### config.mk
export PLATFORM = sky130hd
export DESIGN_NAME = elevator_button_conditioner_flat
export DESIGN_NICKNAME = d
export VERILOG_FILES = /design/src/rtl/elevator_pkg.sv /design/src/rtl/elevator_button_conditioner_if.sv /design/src/rtl/elevator_button_conditioner_ch.sv /design/src/rtl/elevator_button_conditioner.sv /design/src/flat_wrapper.sv
export SDC_FILE = /design/constraint.sdc
export NUM_CORES = 1
export LEC_CHECK = 0
export BUFFER_PORTS_ARGS = -buffer_cell sky130_fd_sc_hd__buf_2
export CORE_ASPECT_RATIO = 0.8
export CORE_MARGIN = 5
export CORE_UTILIZATION = 51
export DETAILED_ROUTE_END_ITERATION = 12
export PLACE_DENSITY = 0.78
export SLEW_MARGIN = 10
export SYNTH_ARGS = -nofsm -noshare
export SYNTH_HDL_FRONTEND = slang
export SYNTH_HIERARCHICAL = 1
export SYNTH_SLANG_ARGS = --single-unit
export TNS_END_PERCENT = 30
### constraint.sdc
create_clock -name clk -period 2.2 [get_ports clk]
set_input_delay 0.66 -clock clk [delete_from_list [all_inputs] [get_ports clk]]
set_output_delay 0.66 -clock clk [all_outputs]
set_load 0.005 [all_outputs]
### src/rtl/elevator_pkg.sv
// Shared constants for the elevator input stage: button index map and default timing.
package elevator_pkg;
    localparam int NUM_BUTTONS       = 7;
    localparam int DEF_DEBOUNCE_CYC  = 16;
    localparam int DEF_STUCK_CYC     = 1024;

    localparam int BTN_F1_UP  = 0;
    localparam int BTN_F2_UP  = 1;
    localparam int BTN_F2_DN  = 2;
    localparam int BTN_F3_DN  = 3;
    localparam int BTN_CAR_F1 = 4;
    localparam int BTN_CAR_F2 = 5;
    localparam int BTN_CAR_F3 = 6;
endpackage

### src/rtl/elevator_button_conditioner_if.sv
// Button bundle between the raw switch inputs and the conditioned press outputs.
interface elevator_button_conditioner_if #(parameter int NUM_BTN = 7);
    logic [NUM_BTN-1:0] btn_raw;
    logic [NUM_BTN-1:0] btn_pulse;
    logic [NUM_BTN-1:0] btn_level;
    logic [NUM_BTN-1:0] btn_stuck;

    modport master (output btn_raw, input btn_pulse, input btn_level, input btn_stuck);
    modport slave  (input btn_raw, output btn_pulse, output btn_level, output btn_stuck);
endinterface

### src/rtl/elevator_button_conditioner_ch.sv
// One button channel: 2-FF synchroniser, debounce counter, press pulse and
// optional stuck detector (ELEVATOR_BTN_STUCK_DETECT_EN).
module button_debounce_ch #(
    parameter int DEBOUNCE_CYCLES = 16,
    parameter int STUCK_CYCLES    = 1024
) (
    input  logic clk,
    input  logic rst,
    input  logic raw,
    output logic pulse,
    output logic level,
    output logic stuck
);
    localparam int CNT_W = $clog2(DEBOUNCE_CYCLES + 1);
    localparam logic [CNT_W-1:0] CNT_LAST = CNT_W'(DEBOUNCE_CYCLES - 1);

    logic             sync1, sync2, deb;
    logic [CNT_W-1:0] cnt;
    logic             accept;

    // sync2 is the only synchronised view of raw; nothing downstream looks at sync1.
    assign accept = (sync2 != deb) && (cnt == CNT_LAST);

    always_ff @(posedge clk or posedge rst) begin
        if (rst) begin
            sync1 <= 1'b0;
            sync2 <= 1'b0;
            deb   <= 1'b0;
            cnt   <= '0;
            pulse <= 1'b0;
        end else begin
            sync1 <= raw;
            sync2 <= sync1;
            pulse <= accept && sync2;
            if (sync2 == deb) begin
                cnt <= '0;
            end else if (accept) begin
                deb <= sync2;
                cnt <= '0;
            end else begin
                cnt <= cnt + 1'b1;
            end
        end
    end

    assign level = deb;

`ifdef ELEVATOR_BTN_STUCK_DETECT_EN
    localparam int HELD_W = $clog2(STUCK_CYCLES + 1);
    localparam logic [HELD_W-1:0] HELD_MAX = HELD_W'(STUCK_CYCLES);

    logic [HELD_W-1:0] held_cnt;

    // Gating with deb drops the flag on the edge right after the debounced release.
    always_ff @(posedge clk or posedge rst) begin
        if (rst) begin
            held_cnt <= '0;
            stuck    <= 1'b0;
        end else begin
            stuck <= deb && (held_cnt == HELD_MAX);
            if (!deb)
                held_cnt <= '0;
            else if (held_cnt != HELD_MAX)
                held_cnt <= held_cnt + 1'b1;
        end
    end
`else
    assign stuck = 1'b0;
`endif
endmodule

### src/rtl/elevator_button_conditioner.sv
// Input stage: NUM_BTN independent debounce channels feeding *_button_pressed.
// Stuck-button flags need ELEVATOR_BTN_STUCK_DETECT_EN; otherwise btn_stuck is 0.
module elevator_button_conditioner
    import elevator_pkg::*;
#(
    parameter int NUM_BTN         = NUM_BUTTONS,
    parameter int DEBOUNCE_CYCLES = DEF_DEBOUNCE_CYC,
    parameter int STUCK_CYCLES    = DEF_STUCK_CYC
) (
    input logic clk,
    input logic rst,
    elevator_button_conditioner_if.slave bus
);
    logic [NUM_BTN-1:0] pulse_v, level_v, stuck_v;

    for (genvar i = 0; i < NUM_BTN; i++) begin : g_ch
        button_debounce_ch #(
            .DEBOUNCE_CYCLES (DEBOUNCE_CYCLES),
            .STUCK_CYCLES    (STUCK_CYCLES)
        ) u_ch (
            .clk   (clk),
            .rst   (rst),
            .raw   (bus.btn_raw[i]),
            .pulse (pulse_v[i]),
            .level (level_v[i]),
            .stuck (stuck_v[i])
        );
    end

    assign bus.btn_pulse = pulse_v;
    assign bus.btn_level = level_v;
    assign bus.btn_stuck = stuck_v;
endmodule

### src/flat_wrapper.sv
// flat-port wrapper written by rule: the top's interface ports become plain ports
module elevator_button_conditioner_flat import elevator_pkg::*;
#(
    parameter int NUM_BTN         = NUM_BUTTONS,
    parameter int DEBOUNCE_CYCLES = DEF_DEBOUNCE_CYC,
    parameter int STUCK_CYCLES    = DEF_STUCK_CYC
)
  (clk, rst, bus_btn_raw, bus_btn_pulse, bus_btn_level, bus_btn_stuck);
  elevator_button_conditioner_if #(.NUM_BTN(NUM_BTN)) bus_i ();
  input logic clk;
  input logic rst;
  input wire logic [$bits(bus_i.btn_raw)-1:0] bus_btn_raw;
  output wire logic [$bits(bus_i.btn_pulse)-1:0] bus_btn_pulse;
  output wire logic [$bits(bus_i.btn_level)-1:0] bus_btn_level;
  output wire logic [$bits(bus_i.btn_stuck)-1:0] bus_btn_stuck;
  assign bus_i.btn_raw = bus_btn_raw;
  assign bus_btn_pulse = bus_i.btn_pulse;
  assign bus_btn_level = bus_i.btn_level;
  assign bus_btn_stuck = bus_i.btn_stuck;
  elevator_button_conditioner #(.NUM_BTN(NUM_BTN), .DEBOUNCE_CYCLES(DEBOUNCE_CYCLES), .STUCK_CYCLES(STUCK_CYCLES)) u_core (.clk(clk), .rst(rst), .bus(bus_i));
endmodule
==> results.md <==
* Startpoint of the worst hold path: u_core/g_ch[1].u_ch/sync1$_DFF_PP0_
* Mapped Area at 2510 um^2
* Num CTS Buffers at 9
* Final worst path period need at 1.56 ns
* Comb pwr share at 4.8%
* Pre-CTS WS at about 0.90 ns
* Num rows at 22
* Die extent in x at approximately 90 um
* Antenna Nets Post-Route at 0
* CP Capture Type: output pin
* First-pass GRT wire length at 6.39 mm
* Final wirelength at approximately 3.7 mm
* Synth Area per Inst at 12.8 um^2
* Post-CTS Resized at 0
* GR Overflow Total at 0
* Internal power at around 1800 uW
* Leak at between 0.0015 and 0.002 uW
* Routed via count at 1350
* Unique masters post-synth at 15
* Top delay family on crit path: flip-flops
* Slew Viols, Final at 0
* Tcrit/Tclk final at between 70% and 80%
* Initial antenna violation count at 0
* H-tree depth at 3
* Pre-antenna DRT Iters at 2
* Core box area at approximately 4700 um^2
* Most frequent cells in the layout: dfrtp_1, buf_2, nor2_1, xor2_1, inv_1
* DIE AREA at approximately 6400 um^2
* Largest area contributor in the netlist: dfrtp_1
* Synthesis-stage register bit count at 63
* Drt via density at 4.72
* Critical path startpoint category: flip-flop
* GPL Wtd Cong at 0.792
* Status: finished, final reports clean
* Nets at around 240
* NetSw at 499 uW
* Clk network pwr share at 42.1%
* RSZ-0062 raised after global routing: no
* Clk_lat worst skew at approximately 0.33 ns
* DR iter-0 viols at 50
* Synth warnings at 6
* Critical-path cell list: buf_2
* Clock slew at reported path FFs at 0.07 ns
* N_diodes at 0
* Crit path required time at 1.54 ns
* Synth area leaders: dfrtp_1, xor2_1, ha_1
* Final hold vios at 0
* CTS max path bufs at 2
* Clock sink count at 63
* DP HPWL at 2.66 mm
* CTS Root Cell: clkbuf_8
* Initial Utilization at about 54%
* Post-CTS Repair Setup Buffers at 0
* Power per cell area at 817 nW/um^2
* Worst-path maximum fanout at 4
* Reg-to-Reg Start: u_core/g_ch[1].u_ch/cnt[0]$_DFF_PP0_
* Residual DRC count at 0
* R2R setup slack at 0.89 ns
* Layout cells sized above 1 at 31.4%
* Worst Skew at between 0.006 and 0.007 ns
* Commonest non-fill, non-tap cell in the layout: dfrtp_1
* Post-synthesis sequential area ratio at ~63%
* Setup TNS at 0 ns
* Slowest CP cell: dfrtp_1
* Mapped Cells at roughly 200
* Sequential power share at 53.2%
* Syn Nets at 212
* Critical path's largest stage delay at 0.42 ns
* Worst setup path start: u_core/g_ch[1].u_ch/level$_DFFE_PP0P_
* Fin Hold WS at roughly 0.35 ns
* Die Span Y at 72.8 um
* Tot Pwr at 2320 uW
* Largest net degree at the start of global routing at 11
* Fin area at 2840 um^2
* Hold buffer count at cts at 0
* TritonCTS clock tree: done
* Max Cap Violations at 0
* Total track usage at about 14%
* Final setup violation count at 0
* Syn-to-layout area delta at 13.1%
* CP Data Arrival Time at 0.90 ns
* Peak Freq at 642 MHz
* DP Area at about 2600 um^2
* # IOs at 30
* Post-DR wirelength/cell at roughly 13 um
* Worst Hold Class: flip-flop to flip-flop
* Vias in the first global route at 1389
* VDD IR-drop max at 0.000549 V
* Net Sw Frac at 21.5%
* Post-synth top area share at 62.7%
* Buffers on Ports at 22
* CP Class: flip-flop to output pin
* Slack of the critical path at approximately 0.64 ns
* Buf/Inv on CP at 1
## final cells by class
class                           instances  area, um^2
Clock buffer                           12         155
Clock inverter                          3        42.5
Fill cell                             391        1840
Inverter                               14        52.6
Multi-Input combinational cell        112         832
Sequential cell                        63        1580
Tap cell                               60        75.1
Timing Repair Buffer                   22         110
## worst paths after layout
| check | endpoint | depth (start not counted) |
|---|---|---|
| max | bus_btn_level[1] | 1 |
| min | u_core/g_ch[1].u_ch/sync2$_DFF_PP0_ | 0 |
| max reg2reg | u_core/g_ch[1].u_ch/level$_DFFE_PP0P_ | 4 |
| min reg2reg | u_core/g_ch[1].u_ch/sync2$_DFF_PP0_ | 0 |
| max in group asynchronous | u_core/g_ch[6].u_ch/cnt[4]$_DFF_PP0_ | 2 |
| min in group asynchronous | u_core/g_ch[2].u_ch/cnt[2]$_DFF_PP0_ | 2 |
## layer usage
| layer | vias up | global-route usage, % | part of all wire [%] |
|---|---|---|---|
| met5 | - | 0 | 0 |
| met4 | 0 | 5.54 | 1.2 |
| met3 | 7 | 7.00 | 6.4 |
| met2 | 29 | 18.6 | 46 |
| met1 | 645 | 18.0 | 47 |
| li1 | 669 | - | - |
## power groups by stage
stage          logic, uW  clock network [uW]  registers (uW)
3_3_place_gp         110                   0            1250
6_report             111                 977            1230
5_1_grt              133                1070            1240
3_5_place_dp         113                   0            1260
2_1_floorplan       95.6                   0            1250
4_1_cts              114                1020            1230
## cells in the mapped netlist
cell      n
xor2_1   21
conb_1    7
buf_4     7
nor2_1   21
nor4b_1   7
o21ai_2   7
nor2_2    7
nand3_2   7
and2_2    7
dfrtp_1  63
nand3_1   7
inv_1    14
and3_2    7
ha_1      7
mux2_1    7
## registers in the layout, summed over array words and instances, names as in the netlist
signal and cells:
u_core/g_ch.u_ch/cnt 35, u_core/g_ch.u_ch/pulse 7, u_core/g_ch.u_ch/sync1 7, u_core/g_ch.u_ch/sync2 7
u_core/g_ch.u_ch/level 7
## stage by stage
| step | instances | utilization, % |
|---|---|---|
| global route | 286 | 60.8 |
| floorplan | 196 | - |
| global placement | 271 | 56.6 |
| CTS | 286 | 60.8 |
| finish | 286 | 60.8 |
| detailed placement | 271 | 56.6 |
## logic make-up (layout without fill, tap and decap cells)
kind of cell,count (synthesis),count (layout),synth area share [%]
simple gates,63,63,15.7
xor+xnor,21,21,7.32
mux,7,7,3.14
buf+inv,21,51,4.18
other cells,7,7,1.05
flops,63,63,62.7
compound gates,7,7,2.44
fa+ha+maj,7,7,3.48
Note: power is estimated with default switching activity, not from simulation.
